===== src/rtl/riscv_pkg.sv =====
// Shared core definitions: control-transfer opcodes and the PC sequencer state encoding.
package riscv_pkg;

    localparam logic [6:0] OP_JAL    = 7'b1101111;
    localparam logic [6:0] OP_JALR   = 7'b1100111;
    localparam logic [6:0] OP_BRANCH = 7'b1100011;

    typedef enum logic [1:0] {
        RUN   = 2'd0,
        FLUSH = 2'd1,
        HALT  = 2'd2
    } seq_state_t;

endpackage


===== src/rtl/pc_sequencer_if.sv =====
// EX-stage redirect inputs and fetch-control outputs of the PC sequencer.
interface pc_sequencer_if #(parameter int BITS = 32);

    logic            stall;
    logic            ex_valid;
    logic [31:0]     instruction;
    logic [BITS-1:0] ex_pc;
    logic [BITS-1:0] a;
    logic [BITS-1:0] imm;
    logic            branch;
    logic [BITS-1:0] pc;
    logic            fetch_en;
    logic            flush;
    logic            redirect;
    logic            trap;

    modport master (
        output stall, ex_valid, instruction, ex_pc, a, imm, branch,
        input  pc, fetch_en, flush, redirect, trap
    );

    modport slave (
        input  stall, ex_valid, instruction, ex_pc, a, imm, branch,
        output pc, fetch_en, flush, redirect, trap
    );

endinterface


===== src/rtl/pc_sequencer_target_calc.sv =====
// Control-transfer target adder: JALR uses rs1 with bit 0 cleared, everything else is PC-relative.
module target_calc
    import riscv_pkg::*;
#(
    parameter int BITS = 32
) (
    input  logic [6:0]      opcode,
    input  logic [BITS-1:0] ex_pc,
    input  logic [BITS-1:0] a,
    input  logic [BITS-1:0] imm,
    output logic [BITS-1:0] target,
    output logic            misaligned
);

    logic [BITS-1:0] sum;

    always_comb begin
        if (opcode == OP_JALR) begin
            sum    = a + imm;
            target = {sum[BITS-1:1], 1'b0};
        end else begin
            sum    = ex_pc + imm;
            target = sum;
        end
        misaligned = (target[1:0] != 2'b00);
    end

endmodule


===== src/rtl/pc_sequencer.sv =====
// Fetch PC owner: sequential increment, branch/jump redirect with a timed flush window, trap on misaligned targets.
module pc_sequencer
    import riscv_pkg::*;
#(
    parameter int              BITS         = 32,
    parameter logic [BITS-1:0] RESET_PC     = '0,
    parameter int              FLUSH_CYCLES = 2
) (
    input  logic           clk,
    input  logic           rst,
    pc_sequencer_if.slave  bus
);

    localparam logic [BITS-1:0] PC_STEP = BITS'(4);

    seq_state_t      state, state_next;
    logic [BITS-1:0] pc_q, pc_next, target;
    logic [2:0]      count, count_next;
    logic            redirect_q, redirect_next;
    logic            misaligned, take;
    logic            unused_instr_bits;

    assign unused_instr_bits = ^bus.instruction[31:7];
    assign take = bus.ex_valid & bus.branch & ~bus.stall;

    target_calc #(.BITS(BITS)) u_target_calc (
        .opcode     (bus.instruction[6:0]),
        .ex_pc      (bus.ex_pc),
        .a          (bus.a),
        .imm        (bus.imm),
        .target     (target),
        .misaligned (misaligned)
    );

    always_ff @(posedge clk or posedge rst) begin
        if (rst) begin
            state      <= RUN;
            pc_q       <= RESET_PC;
            count      <= 3'd0;
            redirect_q <= 1'b0;
        end else begin
            state      <= state_next;
            pc_q       <= pc_next;
            count      <= count_next;
            redirect_q <= redirect_next;
        end
    end

    // In FLUSH, EX carries wrong-path instructions, so only the countdown matters there.
    always_comb begin
        state_next    = state;
        pc_next       = pc_q;
        count_next    = count;
        redirect_next = 1'b0;
        case (state)
            RUN: begin
                if (take) begin
                    if (misaligned) begin
                        state_next = HALT;
                    end else begin
                        pc_next       = target;
                        redirect_next = 1'b1;
                        count_next    = 3'(FLUSH_CYCLES);
                        state_next    = FLUSH;
                    end
                end else if (!bus.stall) begin
                    pc_next = pc_q + PC_STEP;
                end
            end
            FLUSH: begin
                if (!bus.stall) begin
                    pc_next    = pc_q + PC_STEP;
                    count_next = count - 3'd1;
                    if (count == 3'd1) begin
                        state_next = RUN;
                    end
                end
            end
            HALT: begin
                state_next = HALT;
            end
            default: begin
                state_next = RUN;
            end
        endcase
    end

    always_comb begin
        bus.fetch_en = (state != HALT);
        bus.flush    = (state != RUN);
        bus.trap     = (state == HALT);
        bus.pc       = pc_q;
        bus.redirect = redirect_q;
    end

endmodule


===== src/flat_wrapper.sv =====
// flat-port wrapper written by rule: the top's interface ports become plain ports
module pc_sequencer_flat import riscv_pkg::*;
#(
    parameter int              BITS         = 32,
    parameter logic [BITS-1:0] RESET_PC     = '0,
    parameter int              FLUSH_CYCLES = 2
)
  (clk, rst, bus_stall, bus_ex_valid, bus_instruction, bus_ex_pc, bus_a, bus_imm, bus_branch, bus_pc, bus_fetch_en, bus_flush, bus_redirect, bus_trap);
  pc_sequencer_if #(.BITS(BITS)) bus_i ();
  input  logic clk;
  input  logic rst;
  input wire logic [$bits(bus_i.stall)-1:0] bus_stall;
  input wire logic [$bits(bus_i.ex_valid)-1:0] bus_ex_valid;
  input wire logic [$bits(bus_i.instruction)-1:0] bus_instruction;
  input wire logic [$bits(bus_i.ex_pc)-1:0] bus_ex_pc;
  input wire logic [$bits(bus_i.a)-1:0] bus_a;
  input wire logic [$bits(bus_i.imm)-1:0] bus_imm;
  input wire logic [$bits(bus_i.branch)-1:0] bus_branch;
  output wire logic [$bits(bus_i.pc)-1:0] bus_pc;
  output wire logic [$bits(bus_i.fetch_en)-1:0] bus_fetch_en;
  output wire logic [$bits(bus_i.flush)-1:0] bus_flush;
  output wire logic [$bits(bus_i.redirect)-1:0] bus_redirect;
  output wire logic [$bits(bus_i.trap)-1:0] bus_trap;
  assign bus_i.stall = bus_stall;
  assign bus_i.ex_valid = bus_ex_valid;
  assign bus_i.instruction = bus_instruction;
  assign bus_i.ex_pc = bus_ex_pc;
  assign bus_i.a = bus_a;
  assign bus_i.imm = bus_imm;
  assign bus_i.branch = bus_branch;
  assign bus_pc = bus_i.pc;
  assign bus_fetch_en = bus_i.fetch_en;
  assign bus_flush = bus_i.flush;
  assign bus_redirect = bus_i.redirect;
  assign bus_trap = bus_i.trap;
  pc_sequencer #(.BITS(BITS), .RESET_PC(RESET_PC), .FLUSH_CYCLES(FLUSH_CYCLES)) u_core (.clk(clk), .rst(rst), .bus(bus_i));
endmodule

===== config.mk =====
export PLATFORM = sky130hd
export DESIGN_NAME = pc_sequencer_flat
export DESIGN_NICKNAME = d
export VERILOG_FILES = /design/src/rtl/riscv_pkg.sv /design/src/rtl/pc_sequencer_if.sv /design/src/rtl/pc_sequencer_target_calc.sv /design/src/rtl/pc_sequencer.sv /design/src/flat_wrapper.sv
export SDC_FILE = /design/constraint.sdc
export NUM_CORES = 1
export LEC_CHECK = 0
export BUFFER_PORTS_ARGS = -buffer_cell sky130_fd_sc_hd__clkbuf_2
export CAP_MARGIN = 25
export CELL_PAD_IN_SITES_DETAIL_PLACEMENT = 0
export CELL_PAD_IN_SITES_GLOBAL_PLACEMENT = 1
export CORE_ASPECT_RATIO = 0.8
export CORE_MARGIN = 5
export CORE_UTILIZATION = 42
export CTS_CLUSTER_DIAMETER = 60
export DETAILED_ROUTE_END_ITERATION = 6
export PLACE_DENSITY_LB_ADDON = 0.2
export RECOVER_POWER = 25
export SYNTH_ARGS = -nofsm -noshare
export SYNTH_HDL_FRONTEND = slang
export SYNTH_HIERARCHICAL = 1
export SYNTH_SLANG_ARGS = --single-unit

===== constraint.sdc =====
create_clock -name clk -period 3.9 [get_ports clk]
set_input_delay 0.585 -clock clk [delete_from_list [all_inputs] [get_ports clk]]
set_output_delay 0.585 -clock clk [all_outputs]
set_load 0.01 [all_outputs]

Word-level counts from Yosys, hierarchy flattened:

Cells that the tools add are included.

* register bits: 38
* latch bits: 0
* memory bits (writable): 0
* memory bits (read-only): 0
* output and inout port bits: 36
* word-level logic and storage cells: 45
* memories: 0

* add/subtract/negate cells: 4
* multipliers: 0
* div/mod/pow operators: 0
* magnitude comparators: 0
* eq/ne operators: 10
* shifts and indexed selects: 0
* multiplexer cells: 17
* bitwise gates (word level): 3
* reductions and logical operators: 7

Operator list (count)
* $mux W32: 4
* $add A32 B32 Y32: 2
* $pmux W32 S2: 1
* $add A32 B3 Y32 const B: 1
* $mux W3: 3
* $mux W2: 4
* $eq A7 B7 Y1 const B: 1
* $ne A2 B2 Y1 const B: 3
* $pmux W2 S3: 1
* $pmux W3 S2: 1
* $reduce_bool A2 Y1: 3
* $ne A2 B1 Y1 const B: 2
* $reduce_and A4 Y1: 1
* $eq A3 B1 Y1 const B: 1
* $mux W1: 3
* $ne A3 B3 Y1 const B: 1
* $reduce_and A3 Y1: 1
* $sub A3 B1 Y3 const B: 1
* $and A1 B1 Y1: 2
* $eq A2 B1 Y1 const B: 1
* $eq A2 B2 Y1 const B: 1
* $logic_not A2 Y1: 1
* $reduce_and A2 Y1: 1
* $not A1 Y1: 1

Depth between registers and ports, before layout:

* depth in word-level cells: 6
* depth in mapped cells: 14
* depth with buffers taken out: 14

By module:

The synthesis kept the hierarchy.

By module, submodules not included
* target_calc: instances 1, cells an instance 504, area each 3553.4 um^2
* pc_sequencer: instances 1, cells an instance 280, area each 2337.2 um^2

Least setup slack after synthesis:

Ideal clock, no wire load.

* path type: input to register
* from: input port bus_ex_pc[0]
* to: register u_core.pc_q[24], in the netlist u_core/bus.pc[24]
* setup time: 146 ps
* arrival: 3067 ps
* path slack: 687 ps
* cell stages on the path: 14
* buffers on the path: 0
* path through: ha_1 > fa_1 > a211oi_1 > o21ai_0 > o211ai_1 > a21oi_1 > or3_1 > nor2_1 > o31ai_1 > xnor2_1 > o21ai_0 > or3_1 > o21ai_0 > a311oi_1

* cells in the longest elaborated chain, start to end: 5

RTL lines
* start, declared: line flat_wrapper.sv:15 `input wire logic [$bits(bus_i.ex_pc)-1:0] bus_ex_pc;`
* $add A32 B32 Y32: line pc_sequencer_target_calc.sv:22 `sum = ex_pc + imm;`
* $mux W32: line pc_sequencer_target_calc.sv:18 `if (opcode == OP_JALR) begin`
* named net u_core.target[24]: line pc_sequencer.sv:17 `logic [BITS-1:0] pc_q, pc_next, target;`
* $mux W32: line pc_sequencer.sv:58 `if (misaligned) begin`
* $mux W32: line pc_sequencer.sv:57 `if (take) begin`
* $pmux W32 S2: line pc_sequencer.sv:55 `case (state)`
* end signal, assigned: line pc_sequencer.sv:43 `pc_q <= pc_next;`
* end, declared: line pc_sequencer.sv:17

The timed path passes the listed nets, and every way through them passes these cells. The select of a mux whose other input is x is not followed.
A chain may end at the register's enable or synchronous reset.

Final worst setup path:

* from: input port bus_imm[0]
* to: register u_core.pc_q[24], in the netlist u_core/bus.pc[24]

* cells in the longest elaborated chain, start to end: 5

RTL lines
* start, declared: line flat_wrapper.sv:17 `input wire logic [$bits(bus_i.imm)-1:0] bus_imm;`
* $add A32 B32 Y32 (on tied branches): line pc_sequencer_target_calc.sv:22, pc_sequencer_target_calc.sv:19
* $mux W32 *: line pc_sequencer_target_calc.sv:18
* named net u_core.target[24]: line pc_sequencer.sv:17
* $mux W32 *: line pc_sequencer.sv:58
* $mux W32 *: line pc_sequencer.sv:57
* $pmux W32 S2 *: line pc_sequencer.sv:55

Mark *: on every way through the listed nets, which the timed path passes. The rest lies on a longest branch. The select of a mux whose other input is x is not followed.

==> results.txt <==
----------------------------------------------------
[Run status]
  Result of the run ... finished clean

[Yosys]
  Count of flip-flops with a built-in enable after synthesis ... 0
  Number of synthesis warnings ... 6
  Async S/R FF share, synth ... 100%
  Adder and majority gate portion of the synthesized area ... between 10 and 15%
  Main combinational cell family by area after synthesis ... compound AO/OA/AOI/OAI gates
  Sequential share of the synthesized area ... around 16%
  Cell area after synthesis ... approximately 6000 um^2
  Post-synthesis area per instance ... between 7 and 8 um^2
  Number of cells produced by synthesis ... 784
  Distinct cells, synth ... between 80 and 90
  Syn nets ... 983
  Simple-gate area share of the yosys netlist ... 23.6%
  Flip-flop and latch count after synthesis ... 38
  Multiplexer area fraction after synthesis ... between 1 and 1.5%
  Synthesized-area fraction occupied by xor and xnor cells ... between 7 and 8%
  Post-synthesis compound-gate area fraction ... 33.4%
  Top FF cell, synth ... sky130_fd_sc_hd__dfrtp_1

[Route]
  Metal3 WL ... approximately 1400 um
  Wire length the detailed router placed on met1 ... approximately 9000 um
  WL per Instance ... around 18 um
  Detailed route wirelength on metal2 ... slightly below 9000 um
  Highest metal layer with signal wires ... met4
  Overall via count from detail_route ... 6472
  Routed Antenna Nets ... 0
  Post-detailed-route via-to-cell ratio ... 5.90
  Iteration-0 DRC count of the detailed router ... around 560
  Routed wire length ... slightly below 20000 um
  Pre-Repair DR Iteration Count ... 7
  Remaining routing DRC violations ... 0

[Power]
  Total power after layout ... around 2.9 mW
  Leak ... around 3.2 nW
  Worst voltage drop across the vdd grid ... approximately 0.26 mV
  Areal power density over the cells ... approximately 420 nW/um^2

[Clock tree]
  Number of buffers added by the clock tree synthesis step ... 5
  Clock transition at the register clock pins on the worst setup and hold paths after CTS ... around 0.06 ns
  Clock sinks ... 38
  Buffer depth of the longest clock path ... 2
  Cts hold-fix bufs ... 0
  Post-CTS setup buffer count ... 0
  CTS tree ... yes
  Clock Latency Late Sink ... between 0.2 and 0.3 ns
  H-tree levels ... 2
  Post-cts sizing count ... 0
  Cell chosen for the clock root ... sky130_fd_sc_hd__clkbuf_16

[Run]
  Number of violations of the max-capacitance limit ... 0

[Place]
  Post-placement setup slack ... 0.0624 ns
  Detailed-placement wirelength estimate ... between 15000 and 20000 um
  # port buffers ... about 140
  Final weighted congestion of routability-driven global placement ... between 0.8 and 0.9
  Instance area after placement ... 6810 um^2

[Global routing]
  Via count of the first global-routing pass ... about 6200
  Wire length of the first global-routing pass ... a little over 30000 um
  Total GRT Usage ... 22.8%
  Pin count of the biggest net entering global routing ... 60
  Leftover overflow at the end of global routing ... 0
  Antenna violations before repair ... 0

[STA]
  Final hold slack ... between 0.2 and 0.3 ns
  Setup slack of the critical path after layout ... roughly 0.39 ns
  Tmin final ... around 3.5 ns
  Fin crit share ... between 90% and 100%
  Setup-failing EPs final ... 0
  Max-slew violations ... 0
  Number of failing hold endpoints at the final stage ... 0
  Slew @ Worst Pin ... roughly 1.0 ns
  Setup TNS Final ... 0 ns
  Clock Skews ... about 0.003 ns
  Normalized max-slew margin ... 30.5%
  Setup repair after global routing missed its margin ... no
  Top achievable clock speed ... about 0.28 GHz

[Setup path]
  Kind of launch point of the worst setup path ... input pin
  Critical path class ... input pin to flop
  Worst EP required ... 4.03 ns
  Largest fanout of any net on the critical path ... 3
  Arrival @ worst endpoint ... roughly 3.6 ns
  Kind of end point of the critical path ... flop

[Layout]
  Most frequent cells in the layout ... 143 x sky130_fd_sc_hd__clkbuf_2, 91 x sky130_fd_sc_hd__a21oi_1, 79 x sky130_fd_sc_hd__nand2_1
  Layout fillers ... roughly 1400
  Area of the multi-input gates ... approximately 4700 um^2
  Final antenna diode count ... 0
  Ratio of cells with drive above 1 in the final layout ... 21.9%
  Area added between synthesis and finish ... 17.7%
  Most common cell after layout, fill and taps aside ... sky130_fd_sc_hd__clkbuf_2
  Combined flip-flop and latch cell area ... between 900 and 1000 um^2
  Final #Nets ... 1115
  Final Instance Area ... 6930 um^2

[Floorplan]
  Die area ... roughly 17000 um^2
  Floorplan die width ... around 140 um
  Placeable core area ... around 14000 um^2
  Top-Level Pins ... around 170
  Initial Utilization ... a little over two fifths
  Cell Rows ... 38
  Die Span Y ... around 120 um

[Hold path]
  Hold/Removal Path Class ... input pin to asynchronous set/reset pin

----------------------------------------------------
[synthesized netlist by cell type (all sizes together), types with 10 or more instances]
library cell / count / area (um^2)
nor3: 18 / 95.1
xnor2: 24 / 210
a21o: 30 / 233
nor2: 61 / 231
nand3: 32 / 160
xor2: 26 / 228
a31oi: 11 / 83.8
nand4: 19 / 134
a211oi: 10 / 85.1
nand2: 82 / 315
clkbuf: 21 / 90.1
a21oi: 94 / 478
o22ai: 13 / 81.3
o21ai: 61 / 324
inv: 22 / 82.6
dfrtp: 38 / 951
ha: 64 / 801
[sequential cells by signal, indices dropped and copies added, names as in the netlist]
| register | flops |
|---|---|
| u_core/count | 3 |
| u_core/bus.redirect | 1 |
| u_core/state | 2 |
| u_core/bus.pc | 32 |
[worst paths after layout]
check | startpoint | endpoint | slack, ns | cells after the start
hold / removal | rst | u_core/bus.pc[6] | 0.26 | 2
setup / recovery | bus_imm[0] | u_core/bus.pc[24] | 0.39 | 15
setup reg to reg | u_core/state[1] | u_core/bus.pc[28] | 1.61 | 6
min in group clk | u_core/bus.pc[0] | u_core/bus.pc[0] | 0.49 | 2
max in group asynchronous | rst | u_core/bus.pc[26] | 1.89 | 4
hold reg to reg | u_core/bus.pc[0] | u_core/bus.pc[0] | 0.49 | 2
[worst max-delay path, cell delays in order]
cell and delay, ns:
sky130_fd_sc_hd__clkbuf_2 0.10, sky130_fd_sc_hd__ha_1 0.22, sky130_fd_sc_hd__fa_1 0.40, sky130_fd_sc_hd__a211oi_1 0.32
sky130_fd_sc_hd__o21ai_0 0.23, sky130_fd_sc_hd__o211ai_1 0.22, sky130_fd_sc_hd__a21oi_1 0.17, sky130_fd_sc_hd__or3_1 0.39
sky130_fd_sc_hd__nor2_1 0.10, sky130_fd_sc_hd__o31ai_1 0.09, sky130_fd_sc_hd__xnor2_1 0.20, sky130_fd_sc_hd__o21ai_0 0.10
sky130_fd_sc_hd__or3_1 0.36, sky130_fd_sc_hd__o21ai_0 0.08, sky130_fd_sc_hd__a311oi_1 0.07
[final cells by class]
| cell class | count | area share, % |
|---|---|---|
| clock buffers | 7 | 2.06 |
| clock inverters | 1 | 0.0722 |
| inverters | 22 | 1.19 |
| multi-input cells | 695 | 68.1 |
| flip-flops and latches | 38 | 13.7 |
| well taps | 180 | 3.25 |
| repair buffers | 154 | 11.6 |
[metal layers]
metal	vias to the layer above	global-route usage [%]
met1	2979	31.8
met5	-	0
met2	238	37.8
met4	0	3.80
li1	3232	-
met3	23	3.67
[through the flow]
step / std cells / util [%]
after detailed placement: 1089 / 49.9
after floorplan: 784 / -
after global placement: 1088 / 49.7
after CTS: 1097 / 51.0
after global routing: 1097 / 50.8
final: 1097 / 50.8
[cells by family (layout without fill, tap and decap cells)]
kind of cell,count (synthesis),after routing
AOI/OAI and AO/OA,295,295
xor gates and xnor gates,50,50
adders and majority gates,66,66
buffers and inverters,51,184
DFF,38,38
muxes,8,8
and+or+nand+nor,276,276
[power by group]
group	internal [mW]	switching [mW]	leakage, nW
combinational	0.676	0.966	2.73
clock	0.254	0.160	0.0739
sequential	0.574	0.260	0.438
total	1.50	1.39	3.24
Note: power is estimated with default switching activity, not from simulation.
